$ cat src/rtl/mem_wb_writeback_pkg.sv
// Shared definitions for the MEM/WB writeback stage: memop codes, FSM states, default widths.
package mem_wb_writeback_pkg;

    localparam int unsigned WB_DATA_W  = 32;
    localparam int unsigned WB_REG_AW  = 5;
    localparam int unsigned WB_TIMEOUT = 256;

    localparam logic [2:0] MEMOP_NONE = 3'd0;
    localparam logic [2:0] MEMOP_LB   = 3'd1;
    localparam logic [2:0] MEMOP_LBU  = 3'd2;
    localparam logic [2:0] MEMOP_LH   = 3'd3;
    localparam logic [2:0] MEMOP_LHU  = 3'd4;
    localparam logic [2:0] MEMOP_LW   = 3'd5;

    typedef enum logic [1:0] {
        WB_IDLE  = 2'd0,
        WB_WAIT  = 2'd1,
        WB_WRITE = 2'd2
    } wb_state_e;

    // Codes 6-7 are reserved and behave like MEMOP_NONE.
    function automatic logic is_load(input logic [2:0] op);
        return (op >= MEMOP_LB) && (op <= MEMOP_LW);
    endfunction

endpackage

$ cat src/rtl/mem_wb_writeback_load_align.sv
// Big-endian load extraction and alignment check; purely combinational so store logic can reuse it.
module mem_wb_writeback_load_align
    import mem_wb_writeback_pkg::*;
#(
    parameter int unsigned DATA_W = WB_DATA_W
) (
    input  logic [2:0]        op,
    input  logic [1:0]        off,
    input  logic [DATA_W-1:0] word,
    output logic [DATA_W-1:0] data,
    output logic              misalign
);

    logic [DATA_W-1:0] sh_b;
    logic [DATA_W-1:0] sh_h;
    logic [7:0]        byte_sel;
    logic [15:0]       half_sel;

    // Shift the selected lane to the top so byte 0 / half 0 are the MSBs.
    assign sh_b     = word << {off, 3'b000};
    assign sh_h     = word << {off[1], 4'b0000};
    assign byte_sel = sh_b[DATA_W-1 -: 8];
    assign half_sel = sh_h[DATA_W-1 -: 16];

    always_comb begin
        data     = word;
        misalign = 1'b0;
        case (op)
            MEMOP_LB:  data = {{(DATA_W-8){byte_sel[7]}}, byte_sel};
            MEMOP_LBU: data = {{(DATA_W-8){1'b0}}, byte_sel};
            MEMOP_LH: begin
                data     = {{(DATA_W-16){half_sel[15]}}, half_sel};
                misalign = off[0];
            end
            MEMOP_LHU: begin
                data     = {{(DATA_W-16){1'b0}}, half_sel};
                misalign = off[0];
            end
            MEMOP_LW:  misalign = (off != 2'b00);
            default:   data = word;
        endcase
    end

endmodule

$ cat src/rtl/mem_wb_writeback.sv
// MEM/WB stage: issues data-memory reads for loads, aligns load data and drives the register file write port.
module mem_wb_writeback
    import mem_wb_writeback_pkg::*;
#(
    parameter int unsigned DATA_W  = WB_DATA_W,
    parameter int unsigned REG_AW  = WB_REG_AW,
    parameter int unsigned TIMEOUT = WB_TIMEOUT
) (
    input  logic              clk,
    input  logic              rst,
    input  logic              in_valid,
    output logic              in_ready,
    input  logic              in_wreg,
    input  logic [REG_AW-1:0] in_waddr,
    input  logic [DATA_W-1:0] in_wdata,
    input  logic [2:0]        in_memop,
    input  logic [DATA_W-1:0] in_maddr,
    output logic              dmem_req,
    output logic [DATA_W-1:0] dmem_addr,
    input  logic              dmem_ack,
    input  logic [DATA_W-1:0] dmem_rdata,
    output logic              we,
    output logic [REG_AW-1:0] waddr,
    output logic [DATA_W-1:0] wdata,
    output logic              stall_req,
    output logic              exc_align,
    output logic              exc_bus,
    output logic [DATA_W-1:0] exc_addr
);

    localparam int unsigned CNT_W = (TIMEOUT > 2) ? $clog2(TIMEOUT) : 1;

    wb_state_e         state, state_n;
    logic [CNT_W-1:0]  cnt, cnt_n;
    logic              lat_wreg, lat_wreg_n;
    logic [REG_AW-1:0] lat_waddr, lat_waddr_n;
    logic [2:0]        lat_op, lat_op_n;
    logic [DATA_W-1:0] lat_addr, lat_addr_n;

    logic              we_n, req_n, exc_align_n, exc_bus_n;
    logic [REG_AW-1:0] waddr_n;
    logic [DATA_W-1:0] wdata_n, dmem_addr_n, exc_addr_n;

    logic              accept;
    logic              in_is_load;
    logic [2:0]        al_op;
    logic [1:0]        al_off;
    logic [DATA_W-1:0] al_data;
    logic              al_misalign;

    assign in_ready   = (state == WB_IDLE) && !rst;
    assign accept     = in_valid && in_ready;
    assign in_is_load = is_load(in_memop);
    assign stall_req  = (state != WB_IDLE) || (accept && in_is_load);

    // One aligner: checks the incoming op in IDLE, extracts the latched op otherwise.
    assign al_op  = (state == WB_IDLE) ? in_memop : lat_op;
    assign al_off = (state == WB_IDLE) ? in_maddr[1:0] : lat_addr[1:0];

    mem_wb_writeback_load_align #(.DATA_W(DATA_W)) u_align (
        .op       (al_op),
        .off      (al_off),
        .word     (dmem_rdata),
        .data     (al_data),
        .misalign (al_misalign)
    );

    always_comb begin
        state_n     = state;
        cnt_n       = cnt;
        lat_wreg_n  = lat_wreg;
        lat_waddr_n = lat_waddr;
        lat_op_n    = lat_op;
        lat_addr_n  = lat_addr;
        we_n        = 1'b0;
        req_n       = 1'b0;
        exc_align_n = 1'b0;
        exc_bus_n   = 1'b0;
        waddr_n     = waddr;
        wdata_n     = wdata;
        dmem_addr_n = dmem_addr;
        exc_addr_n  = exc_addr;
        case (state)
            WB_IDLE: begin
                if (accept) begin
                    if (!in_is_load) begin
                        we_n    = in_wreg && (in_waddr != '0);
                        waddr_n = in_waddr;
                        wdata_n = in_wdata;
                    end else if (al_misalign) begin
                        exc_align_n = 1'b1;
                        exc_addr_n  = in_maddr;
                    end else begin
                        req_n       = 1'b1;
                        dmem_addr_n = {in_maddr[DATA_W-1:2], 2'b00};
                        lat_wreg_n  = in_wreg;
                        lat_waddr_n = in_waddr;
                        lat_op_n    = in_memop;
                        lat_addr_n  = in_maddr;
                        cnt_n       = '0;
                        state_n     = WB_WAIT;
                    end
                end
            end
            WB_WAIT: begin
                req_n = 1'b1;
                if (dmem_ack) begin
                    req_n   = 1'b0;
                    we_n    = lat_wreg && (lat_waddr != '0);
                    waddr_n = lat_waddr;
                    wdata_n = al_data;
                    state_n = WB_WRITE;
                end else if (cnt == CNT_W'(TIMEOUT - 1)) begin
                    req_n      = 1'b0;
                    exc_bus_n  = 1'b1;
                    exc_addr_n = lat_addr;
                    state_n    = WB_IDLE;
                end else begin
                    cnt_n = cnt + CNT_W'(1);
                end
            end
            WB_WRITE: state_n = WB_IDLE;
            default:  state_n = WB_IDLE;
        endcase
    end

    always_ff @(posedge clk) begin
        if (rst) begin
            state     <= WB_IDLE;
            cnt       <= '0;
            lat_wreg  <= 1'b0;
            lat_waddr <= '0;
            lat_op    <= MEMOP_NONE;
            lat_addr  <= '0;
            we        <= 1'b0;
            dmem_req  <= 1'b0;
            exc_align <= 1'b0;
            exc_bus   <= 1'b0;
            waddr     <= '0;
            wdata     <= '0;
            dmem_addr <= '0;
            exc_addr  <= '0;
        end else begin
            state     <= state_n;
            cnt       <= cnt_n;
            lat_wreg  <= lat_wreg_n;
            lat_waddr <= lat_waddr_n;
            lat_op    <= lat_op_n;
            lat_addr  <= lat_addr_n;
            we        <= we_n;
            dmem_req  <= req_n;
            exc_align <= exc_align_n;
            exc_bus   <= exc_bus_n;
            waddr     <= waddr_n;
            wdata     <= wdata_n;
            dmem_addr <= dmem_addr_n;
            exc_addr  <= exc_addr_n;
        end
    end

endmodule

$ cat config.mk
export PLATFORM = sky130hd
export DESIGN_NAME = mem_wb_writeback
export DESIGN_NICKNAME = d
export VERILOG_FILES = /design/src/rtl/mem_wb_writeback_pkg.sv /design/src/rtl/mem_wb_writeback_load_align.sv /design/src/rtl/mem_wb_writeback.sv
export SDC_FILE = /design/constraint.sdc
export NUM_CORES = 1
export LEC_CHECK = 0
export CAP_MARGIN = 20
export CELL_PAD_IN_SITES_DETAIL_PLACEMENT = 1
export CELL_PAD_IN_SITES_GLOBAL_PLACEMENT = 2
export CORE_ASPECT_RATIO = 1.25
export CORE_UTILIZATION = 29
export CTS_BUF_LIST = sky130_fd_sc_hd__clkbuf_4 sky130_fd_sc_hd__clkbuf_8
export CTS_CLUSTER_SIZE = 25
export DETAILED_ROUTE_END_ITERATION = 10
export PLACE_DENSITY_LB_ADDON = 0.08
export SLEW_MARGIN = 10
export SYNTH_ARGS = -nofsm -noshare
export SYNTH_HDL_FRONTEND = slang
export SYNTH_SLANG_ARGS = --single-unit
export TNS_END_PERCENT = 20
$ cat constraint.sdc
create_clock -name clk -period 4.8 [get_ports clk]
set_input_delay 0.96 -clock clk [delete_from_list [all_inputs] [get_ports clk]]
set_output_delay 0.96 -clock clk [all_outputs]
set_load 0.01 [all_outputs]
# After elaboration in Yosys (flattened, before gate mapping)
# Cells that the tools add are included.
# word_totals
ff_bits	154
word_cells	105
# classes
n_addsub	1
magnitude_cmp	2
n_eq_ne	17
shift	2
muxes	42
bitwise	5
reduce_logical	22
# op_table
cell	count
32-bit two-way mux	8
32-bit one-hot mux with 2 select lines	2
32-bit one-hot mux with 4 select lines	1
32-bit by 5-bit << shifter with 32-bit output	2
8-bit two-way mux	5
2-bit inequality test (second input constant)	9
8-bit one-hot mux with 2 select lines	1
5-bit two-way mux	3
2-bit two-way mux	6
4-bit AND reduction	3
6-bit AND reduction	2
1-bit two-way mux	10
5-bit one-hot mux with 2 select lines	1
5-bit nonzero test	2
8-bit by 1-bit adder with 8-bit output (second input constant)	1
8-bit == test (second input constant)	1
3-bit by 2-bit == test with 1-bit output (second input constant)	2
3-bit == test (second input constant)	2
1-bit logical AND	6
1-bit one-hot mux with 2 select lines	3
2-bit nonzero test	3
1-bit inverter	5
2-bit one-hot mux with 2 select lines	1
4-bit OR reduction	1
other kinds (11)	11

# Logic depth before layout (Yosys ltp)
# depth
depth_word	9
ltp_mapped	10
ltp_nobuf	7

# Cells and area by module
# A second synthesis with hierarchy kept.
# hier_totals
hier_cells	780
hier_area_um2	6984.2
# by_module_without_submodules
module	instances	cells_each	area_each_um2	seq_area_each_um2
mem_wb_writeback	1	619	5874.4	2482.4
mem_wb_writeback_load_align	1	161	1109.8	0.0

# Worst setup path before layout
# OpenSTA, ideal clock, no wires.
# synth_timing
kind	input-to-output
start	in in_memop[0]
end	out stall_req
arrival_time_ps	1912
path_slack_ps	1928
stages	4
path_buffers	1
path_cell_list	buf_2 > or3_4 > a21oi_1 > nor2_1
# synth_between
elab_chain_len	4
# synth_lines
element	line	source
start, declared	mem_wb_writeback.sv:16	input logic [2:0] in_memop,
3-bit by 1-bit >= comparator with 1-bit output or 3-bit <= comparator (tied branches)	mem_wb_writeback_pkg.sv:23	return (op >= MEMOP_LB) && (op <= MEMOP_LW);
1-bit logical AND *	mem_wb_writeback_pkg.sv:23	
1-bit logical AND *	mem_wb_writeback.sv:54	assign stall_req = (state != WB_IDLE) || (accept && in_is_load);
1-bit logical OR *	mem_wb_writeback.sv:54	
end, declared	mem_wb_writeback.sv:25	output logic stall_req,
# Every way passes the cells marked *; elsewhere a longest branch is shown, timed or not.

# Worst setup path in the final report
# Ends and elaborated chain as after synthesis.

==> results.sh <==
export IMPL_post_cts_buffers=0
export IMPL_die_width_um=134
export IMPL_syn_avg_cell_area_sq_um=8.51
export IMPL_ys_flop_type="dfxtp_1"
export IMPL_path_clk_slew_ns=0.10
export IMPL_port_buffers=213
export IMPL_syn_to_final_growth_pct=38.4
export IMPL_period_minus_slack_ns=3.87
export IMPL_cts_htree_levels=4
export IMPL_max_slew_margin_pct=37.9
export IMPL_grt_max_degree=74
export IMPL_r2r_cells=7
export IMPL_cts_root_buf="clkbuf_8"
export IMPL_grt_usage_pct=20.2
export IMPL_nFillCells=2514
export IMPL_setup_viol=0
export IMPL_dieArea_sq_um=22400
export IMPL_crit_family="buffers and inverters"
export IMPL_synth_simple_gate_area_share_pct=21.2
export IMPL_synthDistinctLibCells=62
export IMPL_die_h_um=167
export IMPL_cts_tree="done"
export IMPL_viasPerCell=5.10
export IMPL_synth_top_family_by_area="compound AO/OA/AOI/OAI gates"
export IMPL_grt_pass1_vias=6557
export IMPL_finalClockSkew_ns=0.0180
export IMPL_p_leak_nw=3.10
export IMPL_first_iter_violations=181
export IMPL_first_pass_iters=5
export IMPL_setup_worst_path_start="in_memop[0]"
export IMPL_num_nets_final=1010
export IMPL_min_from="wdata[11]"
export IMPL_path_buf_inv=3
export IMPL_cp_start_kind="primary input"
export IMPL_setup_tns_ns=0
export IMPL_initial_core_util_pct=29.5
export IMPL_yosys_warnings=0
export IMPL_ios=216
export IMPL_min_period_over_period_pct=80.6
export IMPL_synth_seq_cells=124
export IMPL_crit_path_max_incr_delay_ns=0.58
export IMPL_required_ns=3.84
export IMPL_rows=60
export IMPL_synth_edf_count=0
export IMPL_synthAdderAreaFrac_pct=0.198
export IMPL_wirelength_um=22500
export IMPL_place_gp_congestion=0.832
export IMPL_routedWlPerCell_um=18.9
export IMPL_crit_chain="clkdlybuf4s50_1, or3_4, a21oi_1, buf_4, nor2_1, clkdlybuf4s50_1"
export IMPL_cts_resized=0
export IMPL_cp_max_fo=9
export IMPL_cp_arrival_ns=2.91
export IMPL_antenna_left=0
export IMPL_syn_area_sq_um=6330
export IMPL_vias=6078
export IMPL_async_flop_share_pct=0
export IMPL_holdWs_ns=0.462
export IMPL_antenna_found_initial=0
export IMPL_synth_xor_area_share_pct=1.24
export IMPL_dpl_hpwl_um=15900
export IMPL_hold_depth=1
export IMPL_drive_gt1_share_pct=8.76
export IMPL_r2r_start="state[1]"
export IMPL_hold_class="register to register"
export IMPL_multi_input_area_sq_um=3270
export IMPL_clockBufferDepth=2
export IMPL_worst_path_stages=6
export IMPL_overflow=0
export IMPL_min_to="wdata[11]"
export IMPL_crit_type="primary input to primary output"
export IMPL_place_area_sq_um=8350
export IMPL_status="complete, no violations"
export IMPL_core_area_sq_um=21500
export IMPL_stdcell_area_sq_um=8760
export IMPL_fin_util_pct=40.8
export IMPL_cpMostUsedCell="clkdlybuf4s50_1"
export IMPL_numCtsBuffers=17
export IMPL_seq_area_frac_synth_pct=39.2
export IMPL_crit_path_top_delay_cell="clkdlybuf4s50_1"
export IMPL_synthMuxAreaShare_pct=7.37
export IMPL_rr_endpoint="exc_addr[26]"
export IMPL_crit_path_end_kind="primary output"
export IMPL_diodes=0
export IMPL_cts_hold_buf=0
export IMPL_power_density_nw_per_um2=297
export IMPL_drv_slew=0
export IMPL_grt_pass1_wl_um=35500
export IMPL_ff_latch_area_sq_um=2480
export IMPL_fmax_mhz=259
export IMPL_cts_sinks=124
export IMPL_drc=0
export IMPL_ir_drop_mv=0.159
export IMPL_hold_viol=0
export IMPL_netlist_instances=744
export IMPL_worst_pin_slew_ns=0.932
export IMPL_regToRegSetupSlack_ns=1.74
export IMPL_clk_latency_ns=0.44
export IMPL_synth_compound_area_share_pct=21.4
export IMPL_maxCapViolCount=0
export IMPL_rsz0062_at_grt="false"
## per-layer routing
metal,vias up,GRT usage (%),share of wire [%]
li1,2930,-,-
met3,22,5.03,5.7
met4,0,7.23,2.0
met1,2941,23.5,42
met5,-,0,0
met2,185,35.7,50
## metrics by stage
| stage | setup slack (ns) | std cells | total power, W |
|---|---|---|---|
| floorplan | 1.93 | 745 | 0.00140 |
| global placement | 1.00 | 1160 | 0.00164 |
| detailed placement | 0.904 | 1160 | 0.00166 |
| CTS | 0.941 | 1192 | 0.00265 |
| global route | 0.881 | 1192 | 0.00274 |
| finish | 0.933 | 1192 | 0.00261 |
## cell type report
type | count | area share, %
Clock inverter | 15 | 2.01
Timing Repair Buffer | 225 | 25.5
Tap cell | 279 | 3.98
Sequential cell | 124 | 28.3
Clock buffer | 17 | 2.67
Multi-Input combinational cell | 528 | 37.4
Inverter | 4 | 0.171
## where the power goes
part	internal [W]	switching [W]	leakage, nW
clock network	0.000480	0.000501	0.202
registers	0.00107	0.0000336	1.01
logic	0.000253	0.000264	1.89
total	0.00181	0.000799	3.10
## how the worst max path moves through the flow
stage,to
after global placement,stall_req
after global routing,stall_req
after detailed placement,exc_addr[26]
after CTS,stall_req
after floorplan,stall_req
final,stall_req
## worst reg2reg max path, delay by kind of cell, from the launching register on
kind,cells,cell delay [ns]
compound gates,4,1.39
buf+inv,1,0.41
flops,1,0.76
simple gates,2,0.41
## state kept, by name, indices dropped and copies added (netlist names), 2 cells and up
signal and flops:
exc_addr 32, lat_addr 32, wdata 32, cnt 8
lat_waddr 5, waddr 5, lat_op 3, state 2
## cell families (layout without fill, tap and decap cells)
logic type      count (synthesis)  in the layout
other cells                     1              2
compound gates                162            162
buf+inv                        93            261
simple gates                  308            308
fa+ha+maj                       1              1
mux                            46             46
xor+xnor                        9              9
flops                         124            124
## Yosys cell counts, drive strengths merged (5+ instances only)
cell type,count,area share [%]
a311oi,38,6.4
a211oi,15,1.9
nor3,13,1.0
o21a,11,1.3
xor2,5,0.69
dfxtp,124,39
nand3,7,0.55
o32ai,7,0.97
buf,55,7.1
clkbuf,34,2.0
and3,19,1.9
nand2,140,8.3
nor2,102,6.2
mux2i,44,7.0
a21oi,11,1.0
o21ai,33,2.6
a221oi,17,3.3
a32oi,7,0.97
a21o,7,0.83
## layout by cell type, fill, tap and decap left out, types with 13 or more instances in the layout
cell type        netlist  final
clkbuf_8               0     17
mux2i_1               44     44
nor2_1               101    100
a211oi_1              14     14
and3_1                19     19
nor3_1                13     13
dfxtp_1              124    124
a311oi_1              26     26
o21ai_0               31     31
clkdlybuf4s50_1        0    212
nand2_1              140    140
No activity file was read; power rests on OpenSTA's default activity.
